## config.mk

```make
export PLATFORM = sky130hd
export DESIGN_NAME = imm_gen
export DESIGN_NICKNAME = d
export VERILOG_FILES = /design/src/rtl/imm_gen.sv
export SDC_FILE = /design/constraint.sdc
export NUM_CORES = 1
export LEC_CHECK = 0
export CELL_PAD_IN_SITES_DETAIL_PLACEMENT = 1
export CELL_PAD_IN_SITES_GLOBAL_PLACEMENT = 1
export CORE_MARGIN = 5
export CORE_UTILIZATION = 18
export DETAILED_ROUTE_END_ITERATION = 16
export HOLD_SLACK_MARGIN = 0.06
export PLACE_DENSITY_LB_ADDON = 0.08
export SLEW_MARGIN = 0
export SYNTH_ARGS = -nofsm -noshare
export SYNTH_HDL_FRONTEND = slang
export SYNTH_SLANG_ARGS = --single-unit
```

## constraint.sdc

```tcl
create_clock -name clk -period 2 [get_ports clk]
set_clock_uncertainty 0.2 [all_clocks]
set_input_delay 0.4 -clock clk [delete_from_list [all_inputs] [get_ports clk]]
set_output_delay 0.4 -clock clk [all_outputs]
set_load 0.1 [all_outputs]
```

## src/rtl/imm_gen.sv

```systemverilog
// rtl/imm_gen.sv - RISC-V I/S/B immediate extraction with registered 64-bit sign-extended output
module imm_gen (
    input  logic        clk,
    input  logic        reset,
    input  logic [31:0] instr,
    input  logic [1:0]  ImmSrc,
    output logic [63:0] Out
);

    localparam logic [1:0] IMM_I    = 2'b00;
    localparam logic [1:0] IMM_S    = 2'b01;
    localparam logic [1:0] IMM_B    = 2'b10;

    // instr[31] is the sign bit for every format, so the fill is shared
    logic        sign_bit;
    logic [11:0] i_field;
    logic [11:0] s_field;
    logic [12:0] b_field;
    logic [63:0] out_d;
    logic [63:0] out_q;

    assign sign_bit = instr[31];
    assign i_field  = instr[31:20];
    assign s_field  = {instr[31:25], instr[11:7]};
    assign b_field  = {instr[31], instr[7], instr[30:25], instr[11:8], 1'b0};

    // Select the field for the requested format; unused or unknown codes give zero
    always_comb begin
        out_d = 64'h0;
        case (ImmSrc)
            IMM_I:   out_d = {{52{sign_bit}}, i_field};
            IMM_S:   out_d = {{52{sign_bit}}, s_field};
            IMM_B:   out_d = {{51{sign_bit}}, b_field};
            default: out_d = 64'h0;
        endcase
    end

    // Output register: loads every edge, cleared immediately by reset
    always_ff @(posedge clk or posedge reset) begin
        if (reset) begin
            out_q <= 64'h0;
        end else begin
            out_q <= out_d;
        end
    end

    assign Out = out_q;

endmodule

```

==> flow_summary.toml <==
[run_status]
status = "complete, no violations"

[yosys]
synthTopCellsByArea = "buf_4, dfrtp_1, mux2i_1, and2_1, o2bb2ai_1"
postSynthCellCount = 89
synth_area_um2 = 896
yosys.cell_types.count = 13
synth_common_cells = "buf_4, dfrtp_1, and2_1"
yosys.cell_count.top_type = "buf_4"
syn-num-nets = 125
syn_avg_cell_area_um2 = 10.1
synth-edff-count = 0
async_flop_share_pct = 100
synth_area_leader_cell = "buf_4"
ys_seq_elements = 13
synth_top_area_share_pct = 43.6
synthFlopType = "dfrtp_1"
yosys_warnings = 0
yosysSeqAreaShare_pct = 36.3

[pwr]
ir_worst_vdd_uv = 297
swShare_pct = 51.8
pwr-share-clk_pct = 13.8
switching_power_uw = 864
power_leakage_uw = 0.000952
combPwrFrac_pct = 68.3
power_frac_seq_pct = 17.9
powerDensity_nw_per_um2 = 769
intPower_uw = 802

[clock_network]
cts_buffers = 3
cts_max_path_buffers = 2
tritoncts = "done"
clkSlewWorstSetupHoldPaths_ns = 0.06
clockRootBuffer = "clkbuf_8"
clkSinkCount = 13
cts_hold_buf = 0
cts_resized = 0
cts_setup_buffers = 0
cts_max_level = 1

[global_route]
track_usage_pct = 7.52
grt_pass1_vias = 729
grt_max_degree = 39
grt_overflow = 0
grt_pass1_wl_mm = 3.77
antenna_found_initial = 0

[cells_and_area]
final_cell_count_no_fill = 197
nets = 167
drive_above_1_share_pct = 57.7
fin_util_pct = 45.3
syn_to_final_growth_pct = 142
antennaDiodeCount = 0
largest_reg_flops = 13

[floorplan]
core_um2 = 4790
dieArea_um2 = 6490
ios = 100
rows = 25
initial_utilization_pct = 18.7
dieWidth_um = 80.5
die_y_um = 80.5

[placement]
hpwl_mm = 2.30
io_buffers = 84
routabilityCongestion = 0.626
dp.cells = 193
place_ws_ns = 0.167

[drt]
wl_per_cell_um = 13.0
remaining_drc_errors = 0
dr.pass1.iters = 3
vias = 683
ant_nets = 0
drt-initial-drc-count = 12
avgViaCountPerCell = 3.47
wl_mm = 2.56

[sta]
drv_slew = 0
worst_slew_pin_slew_ns = 0.394
fin_tns_setup_ns = 0
post-route-period-util_pct = 94.8
rsz0062_at_grt = "false"
max_freq_ghz = 0.527
relSlewSlack_pct = 74.0
hold_slack_ns = 0.267
hold_viol = 0
setup_viol = 0
fin_crit_ns = 1.90
setup_slack_ns = 0.103

[worst_setup_path]
cp_max_fo = 38
startpoint_type = "flop"
cp_data_required_time_ns = 1.40
path_class = "flop to output pin"
cp-end-kind = "output pin"
startpoint = "Out[62]$_DFF_PP0_"
crit_end = "Out[61]"
arrival_ns = 1.30

[flow_run]
maxCapViolations = 0

[hold_path]
hold_class = "input port to asynchronous set/reset pin"
[stage by stage]
| stage | total power (uW) | instance area, um2 |
|---|---|---|
| floorplan | 1070 | 900 |
| detailed placement | 1450 | 2120 |
| CTS | 1690 | 2170 |
| finish | 1670 | 2170 |
| global placement | 1450 | 2120 |
| global route | 1720 | 2170 |
[power by group through the flow]
stage / logic, uW / registers, uW / clock network, uW
floorplan: 630 / 444 / 0
global placement: 1140 / 303 / 0
detailed placement: 1150 / 304 / 0
CTS: 1150 / 300 / 242
global route: 1160 / 301 / 257
finish: 1140 / 299 / 229
[how the worst min path moves through the flow]
stage                                    to  depth (start not counted)  start  slack [ns]
after floorplan            Out[0]$_DFF_PP0_                          1  reset        0.08
after global placement    Out[10]$_DFF_PP0_                          3  reset        0.52
after detailed placement  Out[10]$_DFF_PP0_                          3  reset        0.54
after CTS                  Out[2]$_DFF_PP0_                          3  reset        0.28
after global routing      Out[11]$_DFF_PP0_                          3  reset        0.30
final                      Out[4]$_DFF_PP0_                          3  reset        0.27
[cells by family after synthesis]
family,Yosys count,synth area share (%)
compound gates,6,5.03
buf+inv,55,45.7
flops,13,36.3
mux,5,5.59
simple gates,10,7.40
[cell type report]
class | instances | area [um2]
Sequential cell | 13 | 329
Inverter | 2 | 7.51
Tap cell | 67 | 83.8
Multi-Input combinational cell | 21 | 161
Timing Repair Buffer | 90 | 1540
Fill cell | 490 | 2620
Clock buffer | 4 | 45.0
[placed cells by master, fill, tap and decap left out]
| cell type | count |
|---|---|
| nand2_1 | 1 |
| buf_4 | 5 |
| a21oi_1 | 1 |
| and2_1 | 6 |
| dfrtp_1 | 12 |
| o2bb2ai_1 | 4 |
| inv_1 | 2 |
| clkdlybuf4s50_1 | 20 |
| clkbuf_8 | 3 |
| dfrtp_4 | 1 |
| nor2b_4 | 1 |
| o21ai_0 | 1 |
| mux2i_1 | 5 |
| clkbuf_1 | 1 |
| nor2_1 | 1 |
| nand3b_1 | 1 |
| buf_12 | 65 |
[worst max-delay path, cell delays in order (launching register included)]
cell and delay, ns:
dfrtp_4 0.42, buf_12 0.38, buf_12 0.23
[layer usage]
metal	vias to the layer above	global-route usage (%)	part of all wire (%)	wire, um
li1	310	-	-	-
met1	323	7.77	36	925
met2	50	14.4	53	1370
met3	0	2.69	11	271
met4	0	1.52	0	0
met5	-	0	0	0
(Power assumes the default switching activity.)
